File: config.mk
export PLATFORM = sky130hd
export DESIGN_NAME = regfile_write_arbiter
export DESIGN_NICKNAME = d
export VERILOG_FILES = /design/src/rtl/regfile_write_arbiter.sv
export SDC_FILE = /design/constraint.sdc
export NUM_CORES = 1
export LEC_CHECK = 0
export ABC_AREA = 1
export BUFFER_PORTS_ARGS = -buffer_cell sky130_fd_sc_hd__buf_4
export CAP_MARGIN = 20
export CELL_PAD_IN_SITES_DETAIL_PLACEMENT = 1
export CELL_PAD_IN_SITES_GLOBAL_PLACEMENT = 1
export CORE_MARGIN = 5
export CORE_UTILIZATION = 30
export DETAILED_ROUTE_END_ITERATION = 8
export GPL_ROUTABILITY_DRIVEN = 0
export PLACE_DENSITY_LB_ADDON = 0.1
export SLEW_MARGIN = 20
export SYNTH_ARGS = -nofsm -noshare
export SYNTH_HDL_FRONTEND = slang
export SYNTH_SLANG_ARGS = --single-unit
File: constraint.sdc
create_clock -name clk -period 1.41 [get_ports clk]
set_input_delay 0.282 -clock clk [delete_from_list [all_inputs] [get_ports clk]]
set_output_delay 0.282 -clock clk [all_outputs]
set_load 0.01 [all_outputs]
File: src/rtl/regfile_write_arbiter.sv
// regfile_write_arbiter
//   Shares the single register-file write port between two writeback
//   sources (port 0 = ALU, port 1 = load unit) and keeps a per-register
//   busy scoreboard for the issue stage.
//
// Optional build macro: REGFILE_WRITE_ARBITER_ZERO_REG_EN
//   When defined, register 0 is hardwired to zero. Transfers to address 0
//   are accepted but never raise write_enable, and busy[0] is always 0.
//
// Ports
//   clk, rst_n            clock, synchronous active-low reset
//   req0_*                port 0 (ALU) valid/address/data, ready out
//   req1_*                port 1 (load) valid/address/data, ready out
//   reserve_valid/address issue-stage destination reservation
//   busy                  scoreboard, bit n = register n write outstanding
//   write_address/data/enable  registered register-file write port
//   contention_count      saturating count of cycles with both ports valid
module regfile_write_arbiter #(
  parameter int unsigned ADDR_WIDTH  = 5,
  parameter int unsigned DATA_WIDTH  = 32,
  parameter int unsigned COUNT_WIDTH = 16
) (
  input  logic                       clk,
  input  logic                       rst_n,
  input  logic                       req0_valid,
  input  logic [ADDR_WIDTH-1:0]      req0_address,
  input  logic [DATA_WIDTH-1:0]      req0_data,
  output logic                       req0_ready,
  input  logic                       req1_valid,
  input  logic [ADDR_WIDTH-1:0]      req1_address,
  input  logic [DATA_WIDTH-1:0]      req1_data,
  output logic                       req1_ready,
  input  logic                       reserve_valid,
  input  logic [ADDR_WIDTH-1:0]      reserve_address,
  output logic [(2**ADDR_WIDTH)-1:0] busy,
  output logic [ADDR_WIDTH-1:0]      write_address,
  output logic [DATA_WIDTH-1:0]      write_data,
  output logic                       write_enable,
  output logic [COUNT_WIDTH-1:0]     contention_count
);

  localparam int unsigned REG_COUNT = 2**ADDR_WIDTH;
  localparam logic [COUNT_WIDTH-1:0] COUNT_MAX = '1;

  logic                  last_grant;
  logic                  contended;
  logic                  xfer;
  logic [ADDR_WIDTH-1:0] xfer_address;
  logic [DATA_WIDTH-1:0] xfer_data;
  logic                  write_enable_next;
  logic [REG_COUNT-1:0]  busy_next;

  // Arbitration: round-robin on contention, readies held low in reset
  always_comb begin
    req0_ready = 1'b0;
    req1_ready = 1'b0;
    contended  = req0_valid && req1_valid;
    if (rst_n) begin
      if (contended) begin
        // last_grant holds the previous contended winner; favour the other
        req0_ready = last_grant;
        req1_ready = !last_grant;
      end else begin
        req0_ready = req0_valid;
        req1_ready = req1_valid;
      end
    end
  end

  // Selected transfer
  always_comb begin
    xfer         = (req0_valid && req0_ready) || (req1_valid && req1_ready);
    xfer_address = req1_ready ? req1_address : req0_address;
    xfer_data    = req1_ready ? req1_data    : req0_data;
`ifdef REGFILE_WRITE_ARBITER_ZERO_REG_EN
    write_enable_next = xfer && (xfer_address != '0);
`else
    write_enable_next = xfer;
`endif
  end

  // Scoreboard next state: reserve beats clear so a newer writer stays visible
  always_comb begin
    busy_next = busy;
    for (int unsigned n = 0; n < REG_COUNT; n++) begin
      if (reserve_valid && (reserve_address == ADDR_WIDTH'(n))) begin
        busy_next[n] = 1'b1;
      end else if (xfer && (xfer_address == ADDR_WIDTH'(n))) begin
        busy_next[n] = 1'b0;
      end
    end
`ifdef REGFILE_WRITE_ARBITER_ZERO_REG_EN
    busy_next[0] = 1'b0;
`endif
  end

  // State and registered outputs
  always_ff @(posedge clk) begin
    if (!rst_n) begin
      last_grant       <= 1'b1;
      write_enable     <= 1'b0;
      write_address    <= '0;
      write_data       <= '0;
      busy             <= '0;
      contention_count <= '0;
    end else begin
      write_enable <= write_enable_next;
      if (xfer) begin
        write_address <= xfer_address;
        write_data    <= xfer_data;
      end
      // Only contended transfers move the round-robin pointer
      if (contended && xfer) begin
        last_grant <= req1_ready;
      end
      busy <= busy_next;
      if (contended && (contention_count != COUNT_MAX)) begin
        contention_count <= contention_count + COUNT_WIDTH'(1);
      end
    end
  end

endmodule

==> results of run 1 <==
[worst max-delay path, delay by kind of cell, from the launching register on]
kind                     cells  cell delay, ps
adder cells (fa/ha/maj)      1             150
AND/OR/NAND/NOR              8             740
buffers and inverters        1             150
flip-flops                   1             380
[power breakdown]
group | internal [W] | switching (W) | leakage [nW] | total (W)
clock network | 0.00137 | 0.000959 | 0.141 | 0.00233
registers | 0.00257 | 0.0000688 | 0.716 | 0.00264
logic | 0.000628 | 0.000709 | 2.33 | 0.00134
[layout by cell type, fill, tap and decap left out, drive strengths merged, types with 2 or more instances in the layout]
cell type	Yosys	final
nor2	52	52
buf	19	231
inv	71	71
o211ai	36	36
nand3b	3	3
nand4	2	2
xor2	2	2
dfxtp	87	87
o21ai	10	10
nand2	207	207
a21oi	39	39
nand3	80	80
clkbuf	13	14
nor3	7	7
[routing by layer]
layer,vias up,track usage [%],wire length (um)
li1,2457,-,-
met1,2395,22.9,6740
met2,112,35.6,8720
met3,15,6.43,1040
met4,0,4.34,208
met5,-,0,0
[final cells by class]
type                            count  area (um2)
Fill cell                        1734        7030
Clock buffer                       14         284
Sequential cell                    87        1760
Inverter                           72         284
Timing Repair Buffer              231        1940
Tap cell                          180         225
Multi-Input combinational cell    443        2470
[metrics by stage]
| step | utilization, % | hold WS (ps) |
|---|---|---|
| floorplan | - | 480 |
| global placement | 43.6 | 453 |
| detailed placement | 43.6 | 456 |
| CTS | 47.8 | 254 |
| global route | 49.8 | 282 |
| finish | 49.8 | 263 |
[worst min path at each step]
stage / startpoint / endpoint / slack [ps]
2_1_floorplan: contention_count[0]$_SDFFE_PN0P_ / contention_count[0]$_SDFFE_PN0P_ / 480
3_3_place_gp: busy[18]$_SDFFE_PN0P_ / busy[18]$_SDFFE_PN0P_ / 450
3_5_place_dp: busy[4]$_SDFFE_PN0P_ / busy[4]$_SDFFE_PN0P_ / 460
4_1_cts: req1_data[3] / write_data[3]$_SDFFE_PN0P_ / 250
5_1_grt: req1_data[2] / write_data[2]$_SDFFE_PN0P_ / 280
6_report: req1_data[3] / write_data[3]$_SDFFE_PN0P_ / 260
[Yosys cell counts (all sizes together)]
cell type and instances:
nand4 2, clkbuf 13, nor2 52, nor3 7
or2 1, and2 1, xor2 2, nand3 80
dfxtp 87, a21oi 39, nor3b 1, o21ai 10
clkinv 1, nand2 207, buf 19, ha 1
xnor2 1, inv 71, o211ai 36, nand3b 3
[registers in the layout, summed over array words and instances, names as in the netlist]
name and flops:
write_enable 1, contention_count 16, busy 32, last_grant 1, write_address 5, write_data 32
[kinds of logic (layout without fill, tap and decap cells)]
| family | count (synthesis) | after routing | synth area share [%] |
|---|---|---|---|
| AND/OR/NAND/NOR | 354 | 354 | 36.2 |
| buffers and inverters | 104 | 317 | 10.6 |
| flip-flops | 87 | 87 | 40.4 |
| AO/OA/AOI/OAI | 85 | 85 | 12.0 |
| XOR/XNOR | 3 | 3 | 0.610 |
| adder cells (fa/ha/maj) | 1 | 1 | 0.290 |
[what timing repair did]
action	4_1_cts	5_1_grt
setup endpoints to repair	59	70
buffers inserted	8	8
gates cloned	2	0
resized for setup	60	63
hold endpoints to repair	0	0
pin swaps	19	25
==> metrics.md, run 1 <==
| Metric | Value |
|---|---|
| Status | `finished with violations` |
| Failing checks | `setup timing` |
| Initial DRC Count | `224` |
| Mean cell area of the mapped netlist | `6.80 um2` |
| Cells on worst reg2reg path | `10` |
| Die width | `130 um` |
| Worst relative slew slack | `63.1%` |
| Placement Setup Slack | `-336 ps` |
| Detailed Route WL | `16,700 um` |
| DP Area | `6090 um2` |
| Gate Count Post-Synth | `634` |
| Largest net degree at the start of global routing | `50` |
| Crit. Startpoint | `contention_count[0]$_SDFFE_PN0P_` |
| Antenna Violating Nets Remaining | `0` |
| Minimum clock period | `1480 ps` |
| Max_cap viols | `0` |
| Area leader, netlist | `dfxtp_1` |
| Reg-to-Reg End | `contention_count[9]$_SDFFE_PN0P_` |
| Lkg Pwr | `3.19 nW` |
| Worst Path Max Fanout | `6` |
| WS Path Type | `reg2reg` |
| Synth-to-layout area growth | `61.4%` |
| WP data required | `1690 ps` |
| Initial antenna violation count | `0` |
| Final Skew | `6.05 ps` |
| GRT overflow | `0` |
| Via density | `4.85` |
| CTS Buf Count | `9` |
| Share of layout cells above drive strength 1 | `41.1%` |
| I/O Buffers | `171` |
| RSZ-0062 raised after global routing | `true` |
| Clk root buf | `clkbuf_16` |
| Clock-pin slew on the worst setup and hold paths | `60 ps` |
| Total power | `0.00630 W` |
| DP HPWL | `12,100 um` |
| TritonCTS clock tree | `done` |
| Syn. warnings | `0` |
| Dpl cells | `997` |
| Syn_nets | `719` |
| Final worst path period share | `105%` |
| Pre-antenna DRT Iters | `4` |
| RR Startpoint | `contention_count[0]$_SDFFE_PN0P_` |
| Diode count | `0` |
| Synthesized area | `4310 um2` |
| Top Ports | `172` |
| WL/cell | `16.3 um` |
| Die area | `16,900 um2` |
| Hold/Removal Path Class | `in2reg` |
| H-tree levels | `3` |
| Die Y | `130 um` |
| Core footprint | `14,000 um2` |
| Power per standard cell area | `906 nW/um2` |
| CP max stage delay | `380 ps` |
| Starting Density | `30.8%` |
| Worst-path cell chain | `ha_4 > nand3_4 > nor2_4 > nand3_2 > nand2_4 > buf_6 > nor2_1 > nand2_1 > nand2_1 > nor2_1` |
| Post-route design area | `6960 um2` |
| Crit path launch type | `flop` |
| Clock net sink count | `87` |
| Critical path destination | `contention_count[9]$_SDFFE_PN0P_` |
| Setup violations, final | `29` |
| Worst hold path stage count | `5` |
| CTS max path bufs | `2` |
| FF+latch count, synth | `87` |
| Worst Tran Pin Value | `554 ps` |
| Top-area cell type share of the netlist area | `40.4%` |
| Crit-path slowest cell | `dfxtp_4` |
| CTS Hold Buffers Added | `0` |
| First-pass GRT wire length | `26,600 um` |
| Seq/Total Area, Yosys | `40.4%` |
| Clk Latency, worst-skew pair | `350 ps` |
| F_max | `675 MHz` |
| Final-report max-slew violation count | `0` |
| CP Capture Type | `flop` |
| Number of global-route vias before repair | `5,405` |
| Row count | `43` |
| Synth cell types | `29` |
| Fin nets | `929` |
| Worst path arrival time | `1760 ps` |
| Register-to-Register Setup Slack | `-70 ps` |
| DRC | `0` |
| GRT Overall Usage | `19.8%` |
| Final hold vios | `0` |
| Via count | `4,979` |
| Sum Neg Setup Slack | `-672 ps` |
| Final non-filler cell total | `1,027` |
| Worst ir drop on vdd | `0.724 mV` |
| Synth top area cells | `dfxtp_1 40%, nand2_1 18%, nand3_1 9.2%, o211ai_1 6.3%, inv_1 5.9%` |
| Final setup margin | `-70.7 ps` |
Power figures use the tool's default switching activity.
==> run 2: changes to the inputs <==
- GPL_TIMING_DRIVEN: unset -> 0
- PLACE_DENSITY_LB_ADDON: 0.1 -> 0.08
==> run 2 against run 1 <==
  * The flow still finishes with violations (setup timing)
  * Via count up 4.6%
  * First-iteration DRC count is 5.8% lower
  * Largest power group unchanged
  * Die area stayed put
  * Sequential cell count stayed put
  * Utilization is 6.4 points higher
  * Clock power decreased by 2%
  * Cell area rose by 13%
  * Sequential power is essentially flat
  * Non-clock buffer count up 19
  * Highest routed layer unchanged
  * Register-to-register slack worse by 70 ps
  * Wire length rose by 14%
==> metrics.md, run 2 (synthesis results as in run 1) <==
| Metric | Value |
|---|---|
| Initial DRC Count | `211 (-5.8%)` |
| Hold/Removal Path Class | `in2reg` |
| Worst hold path stage count | `5 (unchanged)` |
| Fin nets | `949 (+2.2%)` |
| Status | `finished with violations` |
| Hold Crit Start | `req0_data[6]` |
| Worst Path Max Fanout | `8 (+2)` |
| Via count | `5,210 (+4.6%)` |
| Cells on worst reg2reg path | `10 (unchanged)` |
| Power per standard cell area | `845 nW/um2 (-6.7%)` |
| Minimum clock period | `1550 ps (+65.9 ps)` |
| Final setup margin | `-137 ps (-65.9 ps)` |
| CP max stage delay | `350 ps (-30 ps)` |
| H-tree levels | `3 (unchanged)` |
| Worst path bufs/invs | `3 (+2)` |
| Antenna Violating Nets Remaining | `0 (unchanged)` |
| Worst ir drop on vdd | `0.635 mV (-12%)` |
| Clock net sink count | `87 (unchanged)` |
| GRT Overall Usage | `20.8% (+1.0 points)` |
| CP Capture Type | `flop` |
| TritonCTS clock tree | `done` |
| Worst relative slew slack | `50.4% (-13 points)` |
| Total power | `0.00664 W (+5.3%)` |
| Largest regs | `busy (32), write_data (32), contention_count (16)` |
| Row count | `43 (unchanged)` |
| Clock-pin slew on the worst setup and hold paths | `60 ps (about the same)` |
| DRC | `0 (unchanged)` |
| Worst-path cell chain | `nand3_4 > buf_6 > buf_6 > nand3b_1 > nand2_2 > nor2_4 > buf_12 > nand3_4 > nand2_2 > a21oi_2` |
| Failing checks | `setup timing` |
| Final-report max-slew violation count | `0 (unchanged)` |
| Synth-to-layout area growth | `82.2%` |
| Crit-path slowest cell | `dfxtp_2` |
| Starting Density | `30.8% (unchanged)` |
| Crit path launch type | `flop` |
| Top Ports | `172 (unchanged)` |
| Worst path arrival time | `1750 ps (about the same)` |
| Initial antenna violation count | `0 (unchanged)` |
| Reg-to-Reg End | `busy[5]$_SDFFE_PN0P_` |
| Largest net degree at the start of global routing | `14 (-72%)` |
| Die Y | `130 um (unchanged)` |
| Diode count | `0 (unchanged)` |
| Die area | `16,900 um2 (unchanged)` |
| Max_cap viols | `0 (unchanged)` |
| Die width | `130 um (unchanged)` |
| Clk root buf | `clkbuf_16` |
| Final hold slack | `256 ps (-6.43 ps)` |
| WP data required | `1620 ps (-70 ps)` |
| DP HPWL | `12,400 um (+2.2%)` |
| Via density | `4.97 (+2.4%)` |
| Pre-antenna DRT Iters | `4 (unchanged)` |
| Lkg Pwr | `3.46 nW (+8.6%)` |
| Core footprint | `14,000 um2 (unchanged)` |
| Share of layout cells above drive strength 1 | `53.3% (+12 points)` |
| Crit path max-delay family | `simple AND/OR/NAND/NOR gates` |
| Detailed Route WL | `19,100 um (+14%)` |
| Number of global-route vias before repair | `5,555 (+2.8%)` |
| Clk Latency, worst-skew pair | `350 ps (about the same)` |
| Sum Neg Setup Slack | `-4670 ps (-4000 ps)` |
| Register-to-Register Setup Slack | `-140 ps (-70 ps)` |
| Final hold vios | `0 (unchanged)` |
| Worst Tran Pin Value | `745 ps (+191 ps)` |
| F_max | `647 MHz (-4.3%)` |
| CTS Buf Count | `9 (unchanged)` |
| RR Startpoint | `last_grant$_SDFFE_PN1P_` |
| Crit. Startpoint | `last_grant$_SDFFE_PN1P_` |
| WL/cell | `18.2 um (+12%)` |
| CTS max path bufs | `2 (unchanged)` |
| Final Skew | `5.25 ps (-0.797 ps)` |
| Setup violations, final | `61 (+110%)` |
| Placement Setup Slack | `-303 ps (+32.7 ps)` |
| GRT overflow | `0 (unchanged)` |
| Hold endpoint | `write_data[6]$_SDFFE_PN0P_` |
| First-pass GRT wire length | `27,600 um (+3.8%)` |
| WS Path Type | `reg2reg` |
| Most frequent cells in the layout | `188 x buf_4, 133 x nand2_1, 75 x dfxtp_1` |
| I/O Buffers | `171 (unchanged)` |
| Most common cell after layout, fill and taps aside | `buf_4` |
| RSZ-0062 raised after global routing | `true` |
| Final worst path period share | `110% (+4.7 points)` |
## run 2: cell count changes in the layout (fill, tap and decap cells not counted), moves of 7 or more
| cell | before | now |
|---|---|---|
| a21oi_2 | 7 | 23 |
| a21oi_1 | 31 | 16 |
| buf_8 | 1 | 8 |
| nand3_2 | 24 | 57 |
| buf_6 | 13 | 21 |
| clkbuf_1 | 1 | 14 |
| nand2_1 | 177 | 133 |
| nand2_2 | 21 | 31 |
| nand3_1 | 54 | 7 |
| nand3_4 | 2 | 16 |
| buf_4 | 205 | 188 |
| nand2_4 | 9 | 43 |
## run 2: metal layers
metal | GRT usage, % | share of wire (%) | vias to the layer above
met4 | 6.85 | 2.3 | 0
met1 | 24.0 | 40 | 2538
met2 | 36.6 | 52 | 136
met3 | 6.51 | 5.5 | 28
li1 | - | - | 2508
met5 | 0 | 0 | -
## run 2: timing repair
action | in CTS | in global routing
pin swaps | 33 | 101
hold buffers | 0 | 0
setup endpoints to repair | 62 | 83
gates resized for setup | 103 | 217
cloned | 5 | 4
buffers inserted | 28 | 12
## run 2: how the worst max path moves through the flow
stage | to | cells after the start | slack [ps]
6_report | busy[5]$_SDFFE_PN0P_ | 10 | -140
5_1_grt | busy[27]$_SDFFE_PN0P_ | 10 | -220
4_1_cts | req1_ready | 6 | -120
3_5_place_dp | busy[23]$_SDFFE_PN0P_ | 10 | -300
3_3_place_gp | busy[15]$_SDFFE_PN0P_ | 10 | -270
2_1_floorplan | contention_count[15]$_SDFFE_PN0P_ | 9 | 10
## run 2: stage by stage
step	std cells	area, um2	util [%]
after global placement	985	5840	41.7
after detailed placement	985	5840	41.7
final	1049	7850	56.1
after CTS	1034	6790	48.5
after floorplan	634	4330	-
after global routing	1049	7850	56.1
## run 2: cell type report
type | count | area (um2)
fillers | 1655 | 6130
multi-input cells | 443 | 3150
repair buffers | 218 | 1890
flip-flops and latches | 87 | 1760
inverters | 72 | 284
clock buffers | 13 | 260
plain buffers | 32 | 258
well taps | 180 | 225
clock inverters | 3 | 17.5
repair inverters | 1 | 3.75
## run 2: worst reg2reg max path, stage by stage (launching register included)
cell      delay [ps]
dfxtp_2          350
nand3_4           80
buf_6            140
buf_6            130
nand3b_1         110
nand2_2          120
nor2_4           130
buf_12           150
nand3_4           70
nand2_2           70
a21oi_2           50
## run 2: report_power, final
group          internal (W)  total (W)  switching, W
logic              0.000796    0.00171      0.000918
clock network       0.00129    0.00228      0.000993
registers           0.00257    0.00264     0.0000713
total               0.00465    0.00664       0.00198
